--- src/rtl/ttm4_isa_pkg.sv ---
// Shared ISA definitions for the TTM4 instruction encoder: mnemonic codes,
// opcode constants, register codes and instruction word geometry.
package ttm4_isa_pkg;

  localparam int unsigned OP_W    = 5;
  localparam int unsigned REG_W   = 3;
  localparam int unsigned WORD_W  = OP_W + 2 * REG_W;
  localparam int unsigned ADDR_W  = 8;
  localparam int unsigned COUNT_W = ADDR_W + 1;

  typedef enum logic [2:0] {
    MNEM_NOP  = 3'd0,
    MNEM_XOR  = 3'd1,
    MNEM_AND  = 3'd2,
    MNEM_OR   = 3'd3,
    MNEM_ADD  = 3'd4,
    MNEM_SKZ  = 3'd5,
    MNEM_SKC  = 3'd6,
    MNEM_RSVD = 3'd7
  } mnemT;

  localparam logic [OP_W-1:0] OP_NOP = 5'b00000;
  localparam logic [OP_W-1:0] OP_XOR = 5'b00001;
  localparam logic [OP_W-1:0] OP_AND = 5'b10000;
  localparam logic [OP_W-1:0] OP_OR  = 5'b10010;
  localparam logic [OP_W-1:0] OP_ADD = 5'b10100;
  localparam logic [OP_W-1:0] OP_SKZ = 5'b01000;
  localparam logic [OP_W-1:0] OP_SKC = 5'b01001;

  // Source codes
  localparam logic [REG_W-1:0] SRC_A   = 3'd2;
  localparam logic [REG_W-1:0] SRC_B   = 3'd3;
  localparam logic [REG_W-1:0] SRC_IRU = 3'd4;
  localparam logic [REG_W-1:0] SRC_IRD = 3'd5;
  localparam logic [REG_W-1:0] SRC_JRU = 3'd6;
  localparam logic [REG_W-1:0] SRC_JRD = 3'd7;
  // Destination codes
  localparam logic [REG_W-1:0] DST_A   = 3'd2;
  localparam logic [REG_W-1:0] DST_B   = 3'd3;
  localparam logic [REG_W-1:0] DST_ORU = 3'd4;
  localparam logic [REG_W-1:0] DST_ORD = 3'd5;
  localparam logic [REG_W-1:0] DST_JRU = 3'd6;
  localparam logic [REG_W-1:0] DST_JRD = 3'd7;

  localparam logic [REG_W-1:0] REG_MIN_LEGAL = 3'd2;

  typedef enum logic [1:0] {
    ERR_NONE = 2'd0,
    ERR_MNEM = 2'd1,
    ERR_SRC  = 2'd2,
    ERR_DST  = 2'd3
  } errCodeT;

  function automatic logic [WORD_W-1:0] packWord(input logic [OP_W-1:0]  op,
                                                 input logic [REG_W-1:0] lr,
                                                 input logic [REG_W-1:0] sr);
    return {op, lr, sr};
  endfunction

endpackage

--- src/rtl/op_lookup.sv ---
// Combinational mnemonic-to-word translation with legality checking.
// Error priority: reserved mnemonic, then source, then destination.
module op_lookup
  import ttm4_isa_pkg::*;
(
  input  logic [2:0]        mnem,
  input  logic [REG_W-1:0]  src,
  input  logic [REG_W-1:0]  dst,
  output logic [WORD_W-1:0] word,
  output logic              legal,
  output logic [1:0]        errCode
);

  logic [OP_W-1:0] op;
  logic            useSrc;
  logic            useDst;
  logic            known;

  always_comb begin
    op     = OP_NOP;
    useSrc = 1'b0;
    useDst = 1'b0;
    known  = 1'b1;
    case (mnemT'(mnem))
      MNEM_NOP: op = OP_NOP;
      MNEM_XOR: begin op = OP_XOR; useSrc = 1'b1; useDst = 1'b1; end
      MNEM_AND: begin op = OP_AND; useSrc = 1'b1; useDst = 1'b1; end
      MNEM_OR:  begin op = OP_OR;  useSrc = 1'b1; useDst = 1'b1; end
      MNEM_ADD: begin op = OP_ADD; useSrc = 1'b1; useDst = 1'b1; end
      MNEM_SKZ: begin op = OP_SKZ; useSrc = 1'b1; end
      MNEM_SKC: begin op = OP_SKC; useSrc = 1'b1; end
      default:  known = 1'b0;
    endcase

    legal   = 1'b1;
    errCode = ERR_NONE;
    if (!known) begin
      legal   = 1'b0;
      errCode = ERR_MNEM;
    end else if (useSrc && (src < REG_MIN_LEGAL)) begin
      legal   = 1'b0;
      errCode = ERR_SRC;
    end else if (useDst && (dst < REG_MIN_LEGAL)) begin
      legal   = 1'b0;
      errCode = ERR_DST;
    end

    // Unused fields are zeroed so that the stored word does not depend on them.
    word = packWord(op, useSrc ? src : '0, useDst ? dst : '0);
  end

endmodule

--- src/rtl/instruction_encoder.sv ---
// Mnemonic request -> program-memory writer: captures a request, checks it,
// then holds a write until acknowledged, tracking address, count and errors.
module instruction_encoder
  import ttm4_isa_pkg::*;
(
  input  logic               CLK,
  input  logic               RST,
  input  logic               IN_VALID,
  output logic               IN_READY,
  input  logic [2:0]         MNEM,
  input  logic [REG_W-1:0]   SRC,
  input  logic [REG_W-1:0]   DST,
  input  logic               CLR,
  output logic               WR_EN,
  output logic [ADDR_W-1:0]  WR_ADDR,
  output logic [WORD_W-1:0]  WR_DATA,
  input  logic               WR_ACK,
  output logic               ERR,
  output logic [1:0]         ERR_CODE,
  output logic               FULL,
  output logic [COUNT_W-1:0] COUNT
);

  typedef enum logic [1:0] {S_IDLE, S_CHECK, S_WRITE, S_FULL} stateT;

  stateT               state;
  stateT               stateNext;
  logic                armed;
  logic [2:0]          mnemQ;
  logic [REG_W-1:0]    srcQ;
  logic [REG_W-1:0]    dstQ;
  logic [WORD_W-1:0]   wordQ;
  logic [ADDR_W-1:0]   addrQ;
  logic [COUNT_W-1:0]  countQ;
  logic                errQ;
  logic [1:0]          errCodeQ;
  logic [WORD_W-1:0]   lookupWord;
  logic                lookupLegal;
  logic [1:0]          lookupErrCode;
  logic                accept;
  logic                ackTaken;

  op_lookup uLookup (
    .mnem    (mnemQ),
    .src     (srcQ),
    .dst     (dstQ),
    .word    (lookupWord),
    .legal   (lookupLegal),
    .errCode (lookupErrCode)
  );

  // armed holds IN_READY low until the first clock edge after reset release.
  always_ff @(posedge CLK or posedge RST) begin
    if (RST) begin
      state <= S_IDLE;
      armed <= 1'b0;
    end else begin
      state <= stateNext;
      armed <= 1'b1;
    end
  end

  always_comb begin
    IN_READY  = (state == S_IDLE) && armed;
    WR_EN     = (state == S_WRITE);
    FULL      = (state == S_FULL);
    accept    = IN_VALID && IN_READY && !CLR;
    ackTaken  = WR_EN && WR_ACK && !CLR;
    stateNext = state;
    case (state)
      S_IDLE:  if (accept) stateNext = S_CHECK;
      S_CHECK: stateNext = lookupLegal ? S_WRITE : S_IDLE;
      S_WRITE: if (ackTaken) stateNext = (addrQ == '1) ? S_FULL : S_IDLE;
      S_FULL:  stateNext = S_FULL;
      default: stateNext = S_IDLE;
    endcase
    if (CLR) stateNext = S_IDLE;
  end

  always_ff @(posedge CLK or posedge RST) begin
    if (RST) begin
      mnemQ    <= '0;
      srcQ     <= '0;
      dstQ     <= '0;
      wordQ    <= '0;
      addrQ    <= '0;
      countQ   <= '0;
      errQ     <= 1'b0;
      errCodeQ <= '0;
    end else if (CLR) begin
      addrQ    <= '0;
      countQ   <= '0;
      errQ     <= 1'b0;
      errCodeQ <= '0;
    end else begin
      if (accept) begin
        mnemQ <= MNEM;
        srcQ  <= SRC;
        dstQ  <= DST;
      end
      if (state == S_CHECK) begin
        if (lookupLegal) begin
          wordQ <= lookupWord;
        end else begin
          errQ     <= 1'b1;
          errCodeQ <= lookupErrCode;
        end
      end
      if (ackTaken) begin
        addrQ  <= addrQ + ADDR_W'(1);
        countQ <= countQ + COUNT_W'(1);
      end
    end
  end

  assign WR_ADDR  = addrQ;
  assign WR_DATA  = wordQ;
  assign COUNT    = countQ;
  assign ERR      = errQ;
  assign ERR_CODE = errCodeQ;

endmodule

--- config.mk ---
export PLATFORM = sky130hd
export DESIGN_NAME = instruction_encoder
export DESIGN_NICKNAME = d
export VERILOG_FILES = /design/src/rtl/ttm4_isa_pkg.sv /design/src/rtl/op_lookup.sv /design/src/rtl/instruction_encoder.sv
export SDC_FILE = /design/constraint.sdc
export NUM_CORES = 1
export LEC_CHECK = 0
export BUFFER_PORTS_ARGS = -buffer_cell sky130_fd_sc_hd__buf_2
export CAP_MARGIN = 15
export CORE_ASPECT_RATIO = 1.4
export CORE_MARGIN = 3
export CORE_UTILIZATION = 57
export DETAILED_ROUTE_END_ITERATION = 8
export PLACE_DENSITY = 0.94
export SLEW_MARGIN = 15
export SYNTH_ARGS = -nofsm -noshare
export SYNTH_HDL_FRONTEND = slang
export SYNTH_SLANG_ARGS = --single-unit
export TNS_END_PERCENT = 100
--- constraint.sdc ---
create_clock -name CLK -period 4.4 [get_ports CLK]
set_clock_uncertainty 0.15 [all_clocks]
set_input_delay 0.88 -clock CLK [delete_from_list [all_inputs] [get_ports CLK]]
set_output_delay 0.88 -clock CLK [all_outputs]
set_load 0.1 [all_outputs]
==> Flow_metrics.wiki <==
{| class="wikitable"
! Metric !! Value
|-
| Setup repair bufs after CTS || 0
|-
| Period utilisation layout || 0.596
|-
| Via count of the first global-routing pass || 1534
|-
| Drt pass-1 iters || 4
|-
| Fraction of layout instances using a drive strength above 1 || 0.298
|-
| Number of levels in the clock H-tree || 2
|-
| Register cell area after layout || 1080 sq um
|-
| Arrival time reported for the critical path endpoint || 1.59 ns
|-
| Area added between synthesis and finish || 17.0%
|-
| Clock tree root driver cell || clkbuf_8
|-
| Routed Antenna Nets || 0
|-
| Unrepaired setup endpoints after global routing || false
|-
| DRC violations left || 0
|-
| Setup slack of the most critical reg-to-reg path || 2.26 ns
|-
| Number of sinks driven by the clock tree || 43
|-
| Dominant cells by area after synthesis || dfrtp_1, mux2_2, nor2_1
|-
| Post-synth EDFFs || 0
|-
| Clock transition time at the flip-flop clock pins of the worst setup and hold paths || 0.07 ns
|-
| Synthesized area divided by synthesized cell count || 10.8 sq um
|-
| Post-synth ARST share || 1.00
|-
| Number of instances in the synthesized netlist || 187
|-
| Classification of the worst-slack hold path || reg2reg
|-
| Starting Density || 0.595
|-
| Number of core rows || 25
|-
| Syn Std Cell Area || 2030 sq um
|-
| Pwr Density || 562 nW/um^2
|-
| Clock tree buffer depth || 2
|-
| Total of hold buffers inserted after clock tree synthesis || 0
|-
| Setup total negative slack || 0 ns
|-
| WHS || 0.331 ns
|-
| Worst flop-to-flop path startpoint || mnemQ[1]
|-
| Logic depth of the worst path, buffers included || 2
|-
| Primary flip-flop cell chosen by synthesis mapping || dfrtp_1
|-
| Most frequent cells after synthesis || dfrtp_1, nor2_1, nand2_1, mux2_2, a21oi_1
|-
| Crit path required time || 3.37 ns
|-
| Average detailed-routed wire length per instance || 14.7 um
|-
| Insertion delay of the later-clocked pin in the worst-skew pair || 0.29 ns
|-
| Post-cts repair resize count || 0
|-
| Ports || 48
|-
| R2R Path End || WR_DATA[9]
|-
| Number of unique standard cell types used by synthesis || 41
|-
| Total of endpoints with negative setup slack in the final report || 0
|-
| Floorplan die height || 76.6 um
|-
| Gp weighted congestion || 0.829
|-
| Antenna violations before repair || 0
|-
| Via-to-Cell Ratio || 5.59
|-
| Critical-path cell list || nor3b_1, buf_2
|-
| Delay of the slowest critical-path stage || 0.49 ns
|-
| Cell count of the worst hold path || 1
|-
| Starting DRC count in detailed routing || 35
|-
| Width of the die || 56.4 um
|-
| Endpoint of the most critical setup path || IN_READY
|-
| Setup crit start || state[0]
|-
| Nets in the synthesized netlist || 203
|-
| Total routing usage reported by global routing || 0.208
|-
| CTS tree || yes
|-
| Most used standard cell by instance count after synthesis || dfrtp_1
|-
| Ant. Diodes || 0
|-
| CP endpoint kind || output pin
|-
| Critical path type || reg2out
|-
| Sequential share of the synthesized area || 0.531
|-
| Reported leakage power || 1.23 nW
|-
| TritonCTS Buffers || 5
|-
| Maximum number of pins on one net before global-route repair || 44
|-
| Largest voltage drop on the vdd net || 0.000424 V
|-
| Count of final max-slew check failures || 0
|-
| Cell type with the highest aggregate area in the netlist || dfrtp_1
|-
| Die Outline Area || 4320 sq um
|-
| Final hold viol count || 0
|-
| Run status || completed
|-
| Total area of multi-input combinational cells || 886 sq um
|-
| Critical Path Start Type || register
|-
| Upper clock frequency limit || 0.381 GHz
|-
| Port-buffer cells || 47
|-
| Final worst path period need || 2.62 ns
|-
| Top delay family on crit path || buffers and inverters
|-
| WL final || 4050 um
|-
| Cell depth of the worst flop-to-flop path || 4
|-
| Routed vias || 1536
|-
| Synth Warn # || 0
|-
| Number of nets in the layout || 251
|-
| FILL cells || 271
|-
| Normalized max-slew margin || 0.651
|-
| Maximum fanout count along the critical path || 11
|-
| Worst slew pin tran || 0.523 ns
|-
| Count of state elements after synthesis || 43
|-
| Number of buffer and inverter stages on the critical path || 1
|-
| Max-capacitance violation count || 0
|-
| Fraction of post-synthesis cell area in the top cell type by area || 0.531
|-
| Slowest-stage cell, CP || buf_2
|-
| Standard cell core area || 3410 sq um
|-
| Grt total ovfl || 0
|-
| Global-route wire length before repair || 7130 um
|-
| HPWL after DPL || 2870 um
|}
## final cells by class
type | instances | area share
clock inverters | 1 | 0.00211
clock buffers | 6 | 0.0348
flip-flops and latches | 43 | 0.454
multi-input cells | 129 | 0.373
repair buffers | 48 | 0.102
well taps | 40 | 0.0211
inverters | 8 | 0.0127
## report_power, final
part           total, mW  internal (mW)  leakage, nW  switching [mW]
logic              0.573          0.109        0.623           0.464
registers          0.511          0.463        0.562          0.0482
clock network      0.248          0.123       0.0470           0.125
total               1.33          0.695         1.23           0.637
## kinds of logic after synthesis
kind of cell / Yosys count / synth area share
AO/OA/AOI/OAI: 23 / 0.0728
flip-flops: 43 / 0.531
adder cells (fa/ha/maj): 2 / 0.0123
multiplexers: 20 / 0.107
buffers and inverters: 15 / 0.0327
XOR/XNOR: 13 / 0.0561
other: 1 / 0.00185
AND/OR/NAND/NOR: 70 / 0.187
## how the worst min path moves through the flow
| stage | from | to | slack [ns] |
|---|---|---|---|
| floorplan | dstQ[0] | dstQ[0] | 0.33 |
| global placement | WR_DATA[2] | WR_DATA[2] | 0.30 |
| detailed placement | WR_DATA[2] | WR_DATA[2] | 0.32 |
| CTS | WR_DATA[2] | WR_DATA[2] | 0.34 |
| global route | WR_DATA[1] | WR_DATA[1] | 0.36 |
| finish | WR_DATA[2] | WR_DATA[2] | 0.33 |
## state kept, by name, summed over array words and instances, names as in the netlist
register  cells
WR_DATA      11
srcQ          3
dstQ          3
mnemQ         3
state         2
armed         1
ERR           1
ERR_CODE      2
COUNT         9
WR_ADDR       8
## per-stage QoR
step | instance area, sq um | worst slack [ns] | std cells | power (mW) | util
after CTS | 2370 | 1.78 | 275 | 1.34 | 0.696
after detailed placement | 2280 | 2.02 | 268 | 1.10 | 0.670
after global routing | 2370 | 1.69 | 275 | 1.40 | 0.696
final | 2370 | 1.78 | 275 | 1.33 | 0.696
after floorplan | 2030 | 0.550 | 187 | 1.00 | -
after global placement | 2280 | 2.06 | 268 | 1.08 | 0.670
## metal layers
metal | up-vias | global-route usage | part of all wire
li1 | 737 | - | -
met1 | 752 | 0.257 | 0.42
met2 | 39 | 0.357 | 0.51
met3 | 8 | 0.0475 | 0.045
met4 | 0 | 0.0641 | 0.017
met5 | - | 0 | 0
## cell usage in the layout, fill, tap and decap left out, drive strengths merged, types with 2 or more instances in the layout
cell type / netlist / final
inv: 8 / 8
nand3b: 2 / 2
nor3b: 2 / 2
buf: 3 / 48
nand2: 11 / 11
xnor2: 8 / 8
o21ai: 4 / 4
and3: 4 / 4
and4: 3 / 3
nand4: 4 / 4
a21o: 2 / 2
nand3: 7 / 7
or3: 2 / 2
o21a: 2 / 2
dfrtp: 43 / 43
mux2i: 7 / 7
nor3: 5 / 5
xor2: 5 / 5
mux2: 13 / 13
ha: 2 / 2
nor2: 19 / 19
nand2b: 4 / 4
a21oi: 9 / 9
clkbuf: 4 / 6
No activity file was read; power rests on OpenSTA's default activity.
